File: config.mk
export PLATFORM = sky130hd
export DESIGN_NAME = ps2_host_tx
export DESIGN_NICKNAME = d
export VERILOG_FILES = /design/src/rtl/ps2_pkg.sv /design/src/rtl/ps2_line_sync.sv /design/src/rtl/ps2_host_tx.sv
export SDC_FILE = /design/constraint.sdc
export NUM_CORES = 1
export LEC_CHECK = 0
export CAP_MARGIN = 20
export CELL_PAD_IN_SITES_DETAIL_PLACEMENT = 1
export CELL_PAD_IN_SITES_GLOBAL_PLACEMENT = 1
export CORE_ASPECT_RATIO = 1.5
export CORE_MARGIN = 4
export CORE_UTILIZATION = 47
export DETAILED_ROUTE_END_ITERATION = 10
export PLACE_DENSITY = 0.83
export SLEW_MARGIN = 30
export SYNTH_ARGS = -nofsm -noshare
export SYNTH_HDL_FRONTEND = slang
export SYNTH_SLANG_ARGS = --single-unit
File: constraint.sdc
create_clock -name clk -period 5.35 [get_ports clk]
set_clock_uncertainty 0.05 [all_clocks]
set_input_delay 0.8025 -clock clk [delete_from_list [all_inputs] [get_ports clk]]
set_output_delay 0.8025 -clock clk [all_outputs]
set_load 0.01 [all_outputs]
File: src/rtl/ps2_pkg.sv
// Shared PS/2 definitions: host transmit states, frame sizes and falling-edge milestones.
package ps2_pkg;

  typedef enum logic [2:0] {
    StIdle,
    StInhibit,
    StRts,
    StBits,
    StAck,
    StWaitIdle
  } ps2_state_e;

  localparam int unsigned PS2_DATA_BITS = 8;
  localparam int unsigned FE_CNT_W      = 4;

  // Device clock falling-edge numbers within one host-to-device frame
  localparam int unsigned PARITY_FE = 9;
  localparam int unsigned STOP_FE   = 10;
  localparam int unsigned ACK_FE    = 11;

  function automatic logic odd_parity(input logic [PS2_DATA_BITS-1:0] data);
    return ~^data;
  endfunction

endpackage

File: src/rtl/ps2_line_sync.sv
// Two-flop synchronizer for a raw PS/2 line plus a falling-edge strobe on the synced value.
module ps2_line_sync (
  input  logic clk,
  input  logic rst,
  input  logic line,
  output logic sync,
  output logic fe
);

  logic meta_q;
  logic sync_q;
  logic prev_q;

  // Idle PS/2 lines float high, so reset to 1 to avoid a false edge after reset
  always_ff @(posedge clk) begin
    if (!rst) begin
      meta_q <= 1'b1;
      sync_q <= 1'b1;
      prev_q <= 1'b1;
    end else begin
      meta_q <= line;
      sync_q <= meta_q;
      prev_q <= sync_q;
    end
  end

  assign sync = sync_q;
  assign fe   = prev_q & ~sync_q;

endmodule

File: src/rtl/ps2_host_tx.sv
// Host-to-device PS/2 byte transmitter: inhibit, request-to-send, clocked-out bits, ACK check.
module ps2_host_tx
  import ps2_pkg::*;
#(
  parameter int unsigned INHIBIT_CYCLES = 10000,
  parameter int unsigned TIMEOUT_CYCLES = 1500000,
  parameter int unsigned CNT_W          = 21
) (
  input  logic                     clk,
  input  logic                     rst,
  input  logic                     tx_start,
  input  logic [PS2_DATA_BITS-1:0] tx_data,
  input  logic                     ps2_clk_in,
  input  logic                     ps2_data_in,
  output logic                     ps2_clk_oe,
  output logic                     ps2_data_oe,
  output logic                     tx_busy,
  output logic                     tx_done,
  output logic                     tx_err,
  output logic                     tx_timeout
);

  localparam logic [CNT_W-1:0]    INHIBIT_LAST = CNT_W'(INHIBIT_CYCLES - 1);
  localparam logic [CNT_W-1:0]    TIMEOUT_LAST = CNT_W'(TIMEOUT_CYCLES - 1);
  localparam logic [FE_CNT_W-1:0] PARITY_CNT   = FE_CNT_W'(PARITY_FE);
  localparam logic [FE_CNT_W-1:0] ACK_CNT      = FE_CNT_W'(ACK_FE);

  ps2_state_e state_q, state_d;

  logic [CNT_W-1:0]         cnt_q, cnt_d;
  logic [PS2_DATA_BITS:0]   shift_q, shift_d;
  logic [FE_CNT_W-1:0]      fe_cnt_q, fe_cnt_d;
  logic                     ack_bad_q, ack_bad_d;
  logic                     clk_oe_q, clk_oe_d;
  logic                     data_oe_q, data_oe_d;
  logic                     busy_q, busy_d;
  logic                     done_q, done_d;
  logic                     err_q, err_d;
  logic                     timeout_q, timeout_d;

  logic clk_sync, clk_fe;
  logic data_sync, unused_data_fe;
  logic line_idle;
  logic in_frame;

  ps2_line_sync u_clk_sync (
    .clk  (clk),
    .rst  (rst),
    .line (ps2_clk_in),
    .sync (clk_sync),
    .fe   (clk_fe)
  );

  ps2_line_sync u_data_sync (
    .clk  (clk),
    .rst  (rst),
    .line (ps2_data_in),
    .sync (data_sync),
    .fe   (unused_data_fe)
  );

  assign line_idle = clk_sync & data_sync;
  assign in_frame  = state_q inside {StRts, StBits, StAck, StWaitIdle};

  always_comb begin
    state_d   = state_q;
    cnt_d     = cnt_q;
    shift_d   = shift_q;
    fe_cnt_d  = fe_cnt_q;
    ack_bad_d = ack_bad_q;
    clk_oe_d  = clk_oe_q;
    data_oe_d = data_oe_q;
    busy_d    = busy_q;
    done_d    = 1'b0;
    err_d     = 1'b0;
    timeout_d = 1'b0;

    unique case (state_q)
      StIdle: begin
        clk_oe_d  = 1'b0;
        data_oe_d = 1'b0;
        busy_d    = 1'b0;
        if (tx_start) begin
          shift_d   = {odd_parity(tx_data), tx_data};
          cnt_d     = '0;
          fe_cnt_d  = '0;
          ack_bad_d = 1'b0;
          busy_d    = 1'b1;
          clk_oe_d  = 1'b1;
          state_d   = StInhibit;
        end
      end
      StInhibit: begin
        if (cnt_q == INHIBIT_LAST) begin
          cnt_d     = '0;
          clk_oe_d  = 1'b0;
          data_oe_d = 1'b1;
          state_d   = StRts;
        end else begin
          cnt_d = cnt_q + 1'b1;
        end
      end
      StRts, StBits: begin
        if (clk_fe) begin
          cnt_d    = '0;
          fe_cnt_d = fe_cnt_q + 1'b1;
          // Edges 1..PARITY_FE shift out data then parity; the next one releases for stop
          if (fe_cnt_q < PARITY_CNT) begin
            data_oe_d = ~shift_q[0];
            shift_d   = shift_q >> 1;
            state_d   = StBits;
          end else begin
            data_oe_d = 1'b0;
            state_d   = StAck;
          end
        end
      end
      StAck: begin
        if (clk_fe) begin
          cnt_d     = '0;
          fe_cnt_d  = ACK_CNT;
          ack_bad_d = data_sync;
          state_d   = StWaitIdle;
        end
      end
      StWaitIdle: begin
        if (line_idle) begin
          state_d = StIdle;
          busy_d  = 1'b0;
          done_d  = ~ack_bad_q;
          err_d   = ack_bad_q;
        end
      end
      default: state_d = StIdle;
    endcase

    // Device clock watchdog; any falling edge or a normal frame completion restarts or ends it
    if (in_frame && !clk_fe && !(state_q == StWaitIdle && line_idle)) begin
      if (cnt_q == TIMEOUT_LAST) begin
        state_d   = StIdle;
        clk_oe_d  = 1'b0;
        data_oe_d = 1'b0;
        busy_d    = 1'b0;
        timeout_d = 1'b1;
      end else begin
        cnt_d = cnt_q + 1'b1;
      end
    end
  end

  always_ff @(posedge clk) begin
    if (!rst) begin
      state_q   <= StIdle;
      cnt_q     <= '0;
      shift_q   <= '0;
      fe_cnt_q  <= '0;
      ack_bad_q <= 1'b0;
      clk_oe_q  <= 1'b0;
      data_oe_q <= 1'b0;
      busy_q    <= 1'b0;
      done_q    <= 1'b0;
      err_q     <= 1'b0;
      timeout_q <= 1'b0;
    end else begin
      state_q   <= state_d;
      cnt_q     <= cnt_d;
      shift_q   <= shift_d;
      fe_cnt_q  <= fe_cnt_d;
      ack_bad_q <= ack_bad_d;
      clk_oe_q  <= clk_oe_d;
      data_oe_q <= data_oe_d;
      busy_q    <= busy_d;
      done_q    <= done_d;
      err_q     <= err_d;
      timeout_q <= timeout_d;
    end
  end

  assign ps2_clk_oe  = clk_oe_q;
  assign ps2_data_oe = data_oe_q;
  assign tx_busy     = busy_q;
  assign tx_done     = done_q;
  assign tx_err      = err_q;
  assign tx_timeout  = timeout_q;

endmodule

==> metrics.md <==
| Metric | Value |
|---|---|
| Status | complete, no violations |
| Post-synthesis mux area share | 0.0328 |
| Die Area | 7150 µm² |
| Core box area | 5570 µm² |
| Largest net degree at the start of global routing | 30 |
| Final Max Tran Viols | 0 |
| Dpl hpwl | 5490 µm |
| Worst Hold Slack | 0.357 ns |
| Multi-input gate area | 1630 µm² |
| Placed cells | 414 |
| CP Capture Type | flip-flop |
| PD cells | 244 nW/µm² |
| Ratio of final minimum period to clock period | 0.546 |
| Syn_nets | 362 |
| Maxcap violations | 0 |
| Mapped Avg Cell Area | 8.00 µm² |
| Req. time, crit path | 5.55 ns |
| Vias per std cell | 6.21 |
| Cell Rows | 33 |
| GPL Wtd Cong | 0.842 |
| Share of the synthesized area in the top cell type | 0.358 |
| Synth Flop Type | dfxtp_1 |
| Area after DPL | 2950 µm² |
| Netlist cell types | 50 |
| Fin. Hold Viols | 0 |
| Vias in the first global route | 2,803 |
| Sink Count | 49 |
| Root buffer selected by CTS | clkbuf_8 |
| Grt ovf | 0 |
| Worst Setup Start Kind | flip-flop |
| Syn Std Cell Area | 2740 µm² |
| Least-Margin Pin Slew | 0.980 ns |
| Initial antenna violation count | 0 |
| GRT Total Usage | 0.229 |
| Residual DRC | 0 |
| Fin area | 3070 µm² |
| CP Max Fanout | 14 |
| Antenna Diode Count | 0 |
| Die H | 102 µm |
| Routed Wire Length | 7550 µm |
| Largest family of logic cells by synthesized area | simple AND/OR/NAND/NOR gates |
| Worst skew pair latency | 0.31 ns |
| Leak | 1.10 nW |
| Fin Setup TNS | 0 ns |
| Die Span X | 70.4 µm |
| Hold Path Class | flip-flop to flip-flop |
| Number of synthesized flops with an enable pin | 0 |
| Clock transition at the registers of the reported paths | 0.10 ns |
| Post-layout minimum cycle time | 2.92 ns |
| Area leader, netlist | dfxtp_1 |
| DR WL/cell | 17.9 µm |
| Final setup vio count | 0 |
| CTS Buffer Depth | 2 |
| Crit path launch | state_q[2]$_SDFF_PN0_ |
| Post-Synth XOR/XNOR Area | 0.0287 |
| Origin of the critical flop-to-flop path | state_q[2]$_SDFF_PN0_ |
| Drt first pass iters | 4 |
| Total Power | 0.000748 W |
| Max IR drop VDD | 0.000108 V |
| Synth top area cells | dfxtp_1 36%, nand3_1 4.9%, o221ai_1 4.8% |
| Global-route wire length before repair | 13,200 µm |
| Post-synthesis compound-gate area fraction | 0.227 |
| Area grow syn2layout | 11.8% |
| Final nets | 370 |
| Via count | 2,621 |
| Filler Cell Count | 701 |
| Initial DRC count | 105 |
| Post-synthesis sequential area ratio | 0.358 |
| CTS buffer count | 5 |
| # hold bufs at CTS | 0 |
| Post-CTS sizing | 0 |
| Synth Area in Adders | 0.0274 |
| Layout cells sized above 1 | 0.0455 |
| Post-Synth Simple-Gate Area | 0.275 |
| Peak Freq | 0.342 GHz |
| Htree depth | 2 |
| Register Area | 981 µm² |
| Yosys warning count | 0 |
| Hold_sp | u_clk_sync.meta_q$_SDFF_PN1_ |
| Rel. slew slack | 0.346 |
| Io pins | 19 |
| Worst endpoint data arrival time | 3.12 ns |
| IO buf count | 18 |
| RSZ-0062 raised after global routing | no |
| Mapped Cells | 343 |
| Postcts setup bufs | 0 |
| Seq cells post-synth | 49 |
| FFs w/ async S/R, synth | 0 |
| TritonCTS clock tree | built |
| Initial Utilization | 0.492 |
| Most numerous cell in the Yosys netlist | dfxtp_1 |
| Antenna-violating nets left | 0 |
| Commonest cells post-synth | 49 x dfxtp_1, 30 x nand2_1, 30 x nor2_1 |
| Critical path type | flip-flop to flip-flop |
| Fin cells | 422 |
## kinds of logic (layout without fill, tap and decap cells)
| kind of cell | Yosys count | after routing |
|---|---|---|
| AND/OR/NAND/NOR | 149 | 149 |
| AO/OA/AOI/OAI | 88 | 88 |
| flip-flops | 49 | 49 |
| buffers and inverters | 33 | 42 |
| XOR/XNOR | 9 | 9 |
| multiplexers | 9 | 9 |
| adder cells (fa/ha/maj) | 6 | 6 |
## critical path, stage by stage, from the launching register on
cell and delay, ns:
dfxtp_1 0.61, inv_1 0.21, ha_1 0.32, o311ai_0 0.23, a31oi_1 0.76, buf_4 0.34, o2111a_1 0.22, a221o_1 0.11
## cells in the final DEF (no fill, tap or decap), drive strengths merged, types with 3 or more instances in the layout
cell and instances:
clkbuf 6, and3 5, nor3 12, xnor2 7
nand4 6, nor2 30, nand3 27, ha 6
and4 3, mux2i 9, buf 3, inv 12
dfxtp 49, nand2 30, a31oi 3, nand2b 10
clkdlybuf4s50 18, nor4 6, o21ai 17, o21a 4
o211ai 4, and2 8, nor2b 5, a21oi 13
a211oi 13, a22o 3, o221ai 15
## worst paths after layout
path | to | slack, ns | cells past startpoint
hold reg to reg | u_clk_sync.sync$_SDFF_PN1_ | 0.36 | 1
setup reg to reg | cnt_q[20]$_SDFF_PN0_ | 2.43 | 7
hold / removal | u_clk_sync.sync$_SDFF_PN1_ | 0.36 | 1
setup / recovery | cnt_q[20]$_SDFF_PN0_ | 2.43 | 7
## layer usage
layer  wire length [µm]  track usage  vias up  share of wire
li1                   -            -     1278              -
met1               2900        0.232     1290           0.38
met2               4280        0.452       37           0.57
met3                185       0.0367       16          0.025
met4                180        0.100        0          0.024
met5                  0            0        -              0
## metrics by stage
step	setup WS, ns	util
2_1_floorplan	3.11	-
3_3_place_gp	2.23	0.528
3_5_place_dp	2.12	0.528
4_1_cts	2.41	0.550
5_1_grt	2.17	0.550
6_report	2.43	0.550
## state kept, by name (all words and copies together) (netlist names), 3 cells and up
name,cells
shift_q,9
fe_cnt_q,4
state_q,3
cnt_q,21
## report_power, final
| part | internal, W | leakage [nW] | switching [W] | total, W |
|---|---|---|---|---|
| Clock | 0.000152 | 0.0574 | 0.000129 | 0.000282 |
| Combinational | 0.0000347 | 0.640 | 0.0000459 | 0.0000806 |
| Sequential | 0.000377 | 0.399 | 0.00000885 | 0.000386 |
## cell type report
class / count / area share
clock buffer: 6 / 0.0269
clock inverter: 2 / 0.0122
inverter: 13 / 0.0159
multi-input combinational: 261 / 0.530
sequential: 49 / 0.320
tap: 70 / 0.0286
timing repair buffer: 21 / 0.0661
Note: power is estimated with default switching activity, not from simulation.
